===== src/rtl/if_fetch_unit.sv =====
// Instruction-fetch stage.
// Holds the PC and fetches instructions from a variable-latency req/ack memory.
// Keeps a one-entry fetch buffer {pcPlus1, instruction} for the IF/ID register.
// Honours IF/ID stalls and branch/jump redirects.
module if_fetch_unit #(
    parameter int                  ADDR_W    = 12,
    parameter int                  INSTR_W   = 19,
    parameter logic [ADDR_W-1:0]   RESET_PC  = '0,
    parameter logic [INSTR_W-1:0]  NOP_INSTR = '0
) (
    input  logic               clk,
    input  logic               rst,
    input  logic               pc_write,
    input  logic               redirect_valid,
    input  logic [ADDR_W-1:0]  redirect_pc,
    output logic               imem_req,
    output logic [ADDR_W-1:0]  imem_addr,
    input  logic               imem_ack,
    input  logic [INSTR_W-1:0] imem_rdata,
    output logic               if_valid,
    output logic [ADDR_W-1:0]  pcPlus1_out,
    output logic [INSTR_W-1:0] instruction_out
);

    typedef enum logic [1:0] {
        S_IDLE  = 2'd0,
        S_ISSUE = 2'd1,
        S_STALL = 2'd2
    } state_t;

    state_t              state_q, state_d;
    logic [ADDR_W-1:0]   pc_q, pc_d;
    logic [ADDR_W-1:0]   req_addr_q, req_addr_d;
    logic                drop_q, drop_d;
    logic                valid_q, valid_d;
    logic [INSTR_W-1:0]  instr_q, instr_d;
    logic [ADDR_W-1:0]   pcp1_q, pcp1_d;

    logic                consume;
    logic [ADDR_W-1:0]   pc_inc;
    logic [ADDR_W-1:0]   req_inc;

    // IF/ID takes the buffer only when it holds something and the hazard unit allows it.
    assign consume = valid_q & pc_write;
    assign pc_inc  = pc_q + ADDR_W'(1);
    assign req_inc = req_addr_q + ADDR_W'(1);

    // Next-state and memory-interface logic; redirect takes priority outside IDLE.
    always_comb begin
        state_d    = state_q;
        pc_d       = pc_q;
        req_addr_d = req_addr_q;
        drop_d     = drop_q;
        valid_d    = valid_q;
        instr_d    = instr_q;
        pcp1_d     = pcp1_q;
        imem_req   = 1'b0;
        imem_addr  = '0;

        case (state_q)
            S_IDLE: begin
                // One quiet cycle after reset; redirects and acks are ignored here.
                req_addr_d = pc_q;
                state_d    = S_ISSUE;
            end

            S_ISSUE: begin
                imem_req  = 1'b1;
                imem_addr = req_addr_q;
                if (redirect_valid) begin
                    pc_d    = redirect_pc;
                    valid_d = 1'b0;
                    state_d = S_ISSUE;
                    if (imem_ack) begin
                        // Outstanding request finished this cycle: its data is dropped now.
                        req_addr_d = redirect_pc;
                        drop_d     = 1'b0;
                    end else begin
                        // Keep the address stable until the stale request is acked.
                        drop_d = 1'b1;
                    end
                end else if (imem_ack) begin
                    if (drop_q) begin
                        drop_d     = 1'b0;
                        req_addr_d = pc_q;
                    end else begin
                        instr_d = imem_rdata;
                        pcp1_d  = req_inc;
                        pc_d    = req_inc;
                        valid_d = 1'b1;
                        state_d = S_STALL;
                    end
                end
            end

            S_STALL: begin
                // Prefetch the next word only when the buffer is being drained.
                imem_req  = consume;
                imem_addr = pc_q;
                if (redirect_valid) begin
                    pc_d    = redirect_pc;
                    valid_d = 1'b0;
                    state_d = S_ISSUE;
                    if (consume && !imem_ack) begin
                        drop_d     = 1'b1;
                        req_addr_d = pc_q;
                    end else begin
                        drop_d     = 1'b0;
                        req_addr_d = redirect_pc;
                    end
                end else if (consume) begin
                    if (imem_ack) begin
                        instr_d = imem_rdata;
                        pcp1_d  = pc_inc;
                        pc_d    = pc_inc;
                    end else begin
                        // Request stays open; ISSUE keeps presenting the same address.
                        valid_d    = 1'b0;
                        req_addr_d = pc_q;
                        state_d    = S_ISSUE;
                    end
                end
            end

            default: begin
                state_d = S_IDLE;
            end
        endcase
    end

    // State and fetch-buffer registers with asynchronous active-low reset.
    always_ff @(posedge clk or negedge rst) begin
        if (!rst) begin
            state_q    <= S_IDLE;
            pc_q       <= RESET_PC;
            req_addr_q <= '0;
            drop_q     <= 1'b0;
            valid_q    <= 1'b0;
            instr_q    <= '0;
            pcp1_q     <= '0;
        end else begin
            state_q    <= state_d;
            pc_q       <= pc_d;
            req_addr_q <= req_addr_d;
            drop_q     <= drop_d;
            valid_q    <= valid_d;
            instr_q    <= instr_d;
            pcp1_q     <= pcp1_d;
        end
    end

    assign if_valid        = valid_q;
    assign pcPlus1_out     = pcp1_q;
    assign instruction_out = valid_q ? instr_q : NOP_INSTR;

endmodule


===== config.mk =====
export PLATFORM = sky130hd
export DESIGN_NAME = if_fetch_unit
export DESIGN_NICKNAME = d
export VERILOG_FILES = /design/src/rtl/if_fetch_unit.sv
export SDC_FILE = /design/constraint.sdc
export NUM_CORES = 1
export LEC_CHECK = 0
export CAP_MARGIN = 30
export CORE_MARGIN = 4
export CORE_UTILIZATION = 54
export DETAILED_ROUTE_END_ITERATION = 7
export PLACE_DENSITY = 0.86
export SLEW_MARGIN = 20
export SYNTH_ARGS = -nofsm -noshare
export SYNTH_HDL_FRONTEND = slang
export SYNTH_SLANG_ARGS = --single-unit

===== constraint.sdc =====
create_clock -name clk -period 5.1 [get_ports clk]
set_clock_uncertainty 0.2 [all_clocks]
set_input_delay 0.765 -clock clk [delete_from_list [all_inputs] [get_ports clk]]
set_output_delay 0.765 -clock clk [all_outputs]
set_load 0.005 [all_outputs]

# Word level (Yosys, flattened, before mapping)
# Cells that the tools add are included.
# totals
ff_bits	59
latch_bits	0
ramBits	0
mem_bits_ro	0
input_bits	36
output_inout_bits	45
n_memories	0
# op_classes
add_sub_neg	2
mul	0
div_mod_pow	0
magnitude_cmp	0
eq_ne	15
n_shift	0
mux	49
bitwise	1
n_reduce_logical	11
# ops
cell	count
$mux W12	16
$mux W19	7
$pmux W12 S2	3
$pmux W19 S2	1
$pmux W12 S3	1
$add A12 B1 Y12 const B	2
$ne A3 B3 Y1 const B	6
$reduce_and A5 Y1	3
$ne A2 B2 Y1 const B	7
$mux W2	6
$mux W1	11
$reduce_and A7 Y1	1
$pmux W1 S2	3
$pmux W2 S3	1
$reduce_and A4 Y1	1
$reduce_and A3 Y1	1
$reduce_bool A3 Y1	1
$eq A2 B1 Y1 const B	1
$eq A2 B2 Y1 const B	1
$logic_not A2 Y1	1
$reduce_bool A2 Y1	1
$and A1 B1 Y1	1
$logic_and A1 B1 Y1	1
$logic_not A1 Y1	1

# Longest topological paths before layout
# logic_depth
word_depth	5
ltp_mapped	9
ltp_nobuf	7

# Worst setup path before layout
# Ideal clock, no wire load.
# synth_timing
path_kind	register -> output
start	reg state_q[0]
end	out imem_addr[10]
arrival_ps	1427
required_time_ps	4135
setup_slack_ps	2708
stages_incl_launch_ff	7
n_path_buf	2
cell_sequence	dfrtp_1 inv_1 ha_1 buf_2 buf_1 a22oi_1 nor2b_1
# synth_between
elab_chain_cells	2
elab_cells_between_ends	3
# synth_rtl
item	line_no	source
start: declaration	31	state_t state_q, state_d;
start signal: assignment	142	state_q <= state_d;
$eq A2 B2 Y1 / $eq A2 B1 Y1 (equally long branches)	60	case (state_q)
$pmux W12 S2 (*)	60	
end: declaration	17	output logic [ADDR_W-1:0] imem_addr,
# Mark *: on every way between the ends. The rest lies on a longest branch, timed or not.

# Worst setup path after layout
# layout_timing
start	reg state_q[1]
end	out imem_addr[0]
# The elaborated chain is that of the path after synthesis.

==> results.md <==
* Max-slew violation count at 0
* Largest net degree at the start of global routing at 60
* Post-layout net count at approximately 470
* Logic depth of the worst path, buffers included at 6
* Slowest stage cell, crit path: sky130_fd_sc_hd__clkdlybuf4s50_1
* Number of distinct library cells after synthesis at 43
* Inserted Clock Buffers at 9
* Non-filler cells in the finished layout at 505
* Async set or reset register ratio after synthesis at 100.0%
* First DRT Iteration DRCs at roughly 260
* Number of I/O pins at between 80 and 90
* Minimum clock period at around 3.3 ns
* Ranking of synthesized cells by instance count: sky130_fd_sc_hd__dfrtp_1, sky130_fd_sc_hd__nand2_1, sky130_fd_sc_hd__o21ai_0
* Number of setup violations in the final report at 0
* Number of max-cap violations at 0
* M2 GR Usage at 41.30%
* Final worst path period share at 63.74%
* Share of post-route cells with drive strength above 1 at around an eighth
* Core utilization of the finished layout at between 70% and 80%
* Effective utilization at floorplan at roughly 57%
* Worst-path maximum fanout at 20
* Seq/Total Area, Yosys at between 40% and 50%
* Average footprint of a synthesized cell at approximately 10 µm²
* Largest delay share family, worst path: buffers and inverters
* Post-CTS setup repair buffer count at 0
* Synth Instances at 355
* Signed area change from the synthesized netlist to the final layout at 30.43%
* First-pass GRT wire length at 14100 µm
* Worst Reg-to-Reg Cells at 7
* Number of levels in the clock H-tree at 3
* GR Util met1 at 29.04%
* Post-Route WL at just under 9000 µm
* End point of the worst hold path: instr_q[15]$_DFFE_PN0P_
* Most common cell in the netlist: sky130_fd_sc_hd__dfrtp_1
* Final Hold Viols at 0
* Worst setup EP type: output pin
* Maximum ir drop on the vdd rail at roughly 0.64 mV
* Synth Net Count at 397
* Achievable clock frequency at 0.3076 GHz
* Leakage at 1.774 nW
* Number of buffers on the longest clock path at 2
* Tightest Hold Check Type: reg2reg
* Remaining antenna violation count at 0
* Top cell type's share of synthesized area at a little over two fifths
* Standard cell area after detailed placement at 0.004248 mm²
* Max_slew headroom at 40.39%
* Resize count post-CTS at 0
* Core footprint at between 0.006 and 0.007 mm²
* Via/cell ratio at between 5 and 6
* Run status: complete, no violations
* Setup ws final at between 1.5 and 2 ns
* Number of synthesized flops with an enable pin at 0
* Cell depth of the worst hold path at 1
* Die ar. at ~0.0077 mm²
* Number of flip-flops and latches in the synthesized netlist at 59
* Launch point of the worst hold path: instr_q[15]$_DFFE_PN0P_
* Remaining Overflow, GRT at 0
* Root buffer cell: sky130_fd_sc_hd__clkbuf_8
* Hold WS at 0.2929 ns
* Category of the most critical setup path: reg2out
* Number of antenna violations at the first check in global routing at 0
* Critical-path cell list: inv_1 -> ha_1 -> buf_8 -> nand2_1 -> a21boi_0 -> clkdlybuf4s50_1
* Dominant cells by area after synthesis: sky130_fd_sc_hd__dfrtp_1, sky130_fd_sc_hd__mux2_2, sky130_fd_sc_hd__nand2_1, sky130_fd_sc_hd__o21ai_0, sky130_fd_sc_hd__and2_1
* Cell area after layout at around 0.0045 mm²
* RSZ-0062 raised after global routing: no
* Worst slack after detailed placement at 1.566 ns
* Number of diodes added for antenna fixing at 0
* Worst reg2reg startpoint: state_q[0]$_DFFE_PN0P_
* Port bufs at 80
* DP Wirelength at between 6000 and 7000 µm
* Synthesis warning total at 0
* Die Span Y at 87.93 µm
* Via count of the first global-routing pass at 2943
* Category of the worst setup path launch point: flop
* CTS sink count at slightly below 60
* Total iterations of the first detailed-routing run at 7
* Post-Synthesis Cell Area at between 0.003 and 0.004 mm²
* Leading register cell type out of synthesis: sky130_fd_sc_hd__dfrtp_1
* Final weighted congestion in routability-driven placement at 0.8684
* Post-placement cell count at 488
* Slowest Stage Delay on Critical Path at 0.56 ns
* Clock Latency Late Sink at ~0.34 ns
* Vias after detailed routing at just under 3000
* Slack of the worst reg-to-reg path at ~2.4 ns
* Total routing usage reported by global routing at ~24%
* Critical path buffer and inverter count at 3
* Worst endpoint required time at between 4 and 5 ns
* Busiest metal layer after global routing: met2
* Power per cell area at roughly 640 mW/mm²
* Cell Rows at 28
* Die X at ~90 µm
* Clock-pin transition on the worst setup and hold timing paths at roughly 0.070 ns
* Mean routed wirelength per cell at about 17 µm
* Worst Max-Slew Pin Slew at between 0.8 and 0.9 ns
* Met3 track demand over resource in global routing at 5.456%
* Cell accounting for the most synthesized area: sky130_fd_sc_hd__dfrtp_1
* Post-route setup TNS at 0 ns
* Total power of the final layout at between 2 and 3 mW
* Hold-fix buffer count after cts at 0
* R2r endpoint: req_addr_q[9]$_DFFE_PN0P_
* Post-detailed-route DRC marker count at 0
* Crit path DAT at ~2.3 ns
* Clock tree from TritonCTS: yes
## metal layers
| layer | vias up | part of all wire, % |
|---|---|---|
| li1 | 1388 | - |
| met1 | 1422 | 40 |
| met4 | 0 | 2.6 |
| met3 | 25 | 7.6 |
| met5 | - | 0 |
| met2 | 149 | 50 |
## layout make-up
cell class	count	area (µm²)
Sequential cell	59	1476
Tap cell	75	93.84
Timing Repair Buffer	88	874.6
Multi-Input combinational cell	259	1795
Fill cell	413	1562
Clock buffer	11	151.4
Inverter	9	33.78
Clock inverter	4	73.82
## cell usage in the layout, fill, tap and decap left out, drive strengths merged, types with 2 or more instances in the layout
cell type and n:
o221ai 3, ha 6, nand2 44, or2 2
bufinv 2, clkbuf 11, clkinv 2, a22oi 12
mux2i 11, nor4 2, nor2b 15, nand3 9
nand4 2, dfrtp 59, o211ai 4, inv 9
mux2 27, nor3 6, xor2 8, o21ai 31
clkdlybuf4s50 79, buf 9, and2 20, a221o 3
a32oi 12, o22ai 2, xnor2 12, nor2 14
a21oi 8
## where the power goes
group / internal, mW / total [mW] / leakage [nW] / switching (mW)
Sequential: 0.682 / 0.899 / 0.739 / 0.217
Clock: 0.299 / 0.483 / 0.115 / 0.184
Combinational: 0.772 / 1.48 / 0.920 / 0.708
## registers in the layout (all words and copies together) (netlist names)
register,flops
instr_q,19
if_valid,1
state_q,2
pc_q,12
pcPlus1_out,12
drop_q,1
req_addr_q,12
## logic make-up after synthesis
family,share of synthesized area (%)
compound gates,15.52
xor+xnor,5.078
simple gates,17.27
mux,12.01
flops,42.80
buf+inv,5.150
fa+ha+maj,2.176
## how the worst max path moves through the flow
stage	slack, ns	from	end
CTS	1.55	state_q[1]$_DFFE_PN0P_	imem_addr[0]
global placement	1.63	redirect_valid	req_addr_q[3]$_DFFE_PN0P_
floorplan	2.71	state_q[0]$_DFFE_PN0P_	imem_addr[10]
finish	1.85	state_q[1]$_DFFE_PN0P_	imem_addr[0]
global route	1.63	redirect_valid	req_addr_q[5]$_DFFE_PN0P_
detailed placement	1.57	redirect_valid	req_addr_q[9]$_DFFE_PN0P_
Power figures use the tool's default switching activity.
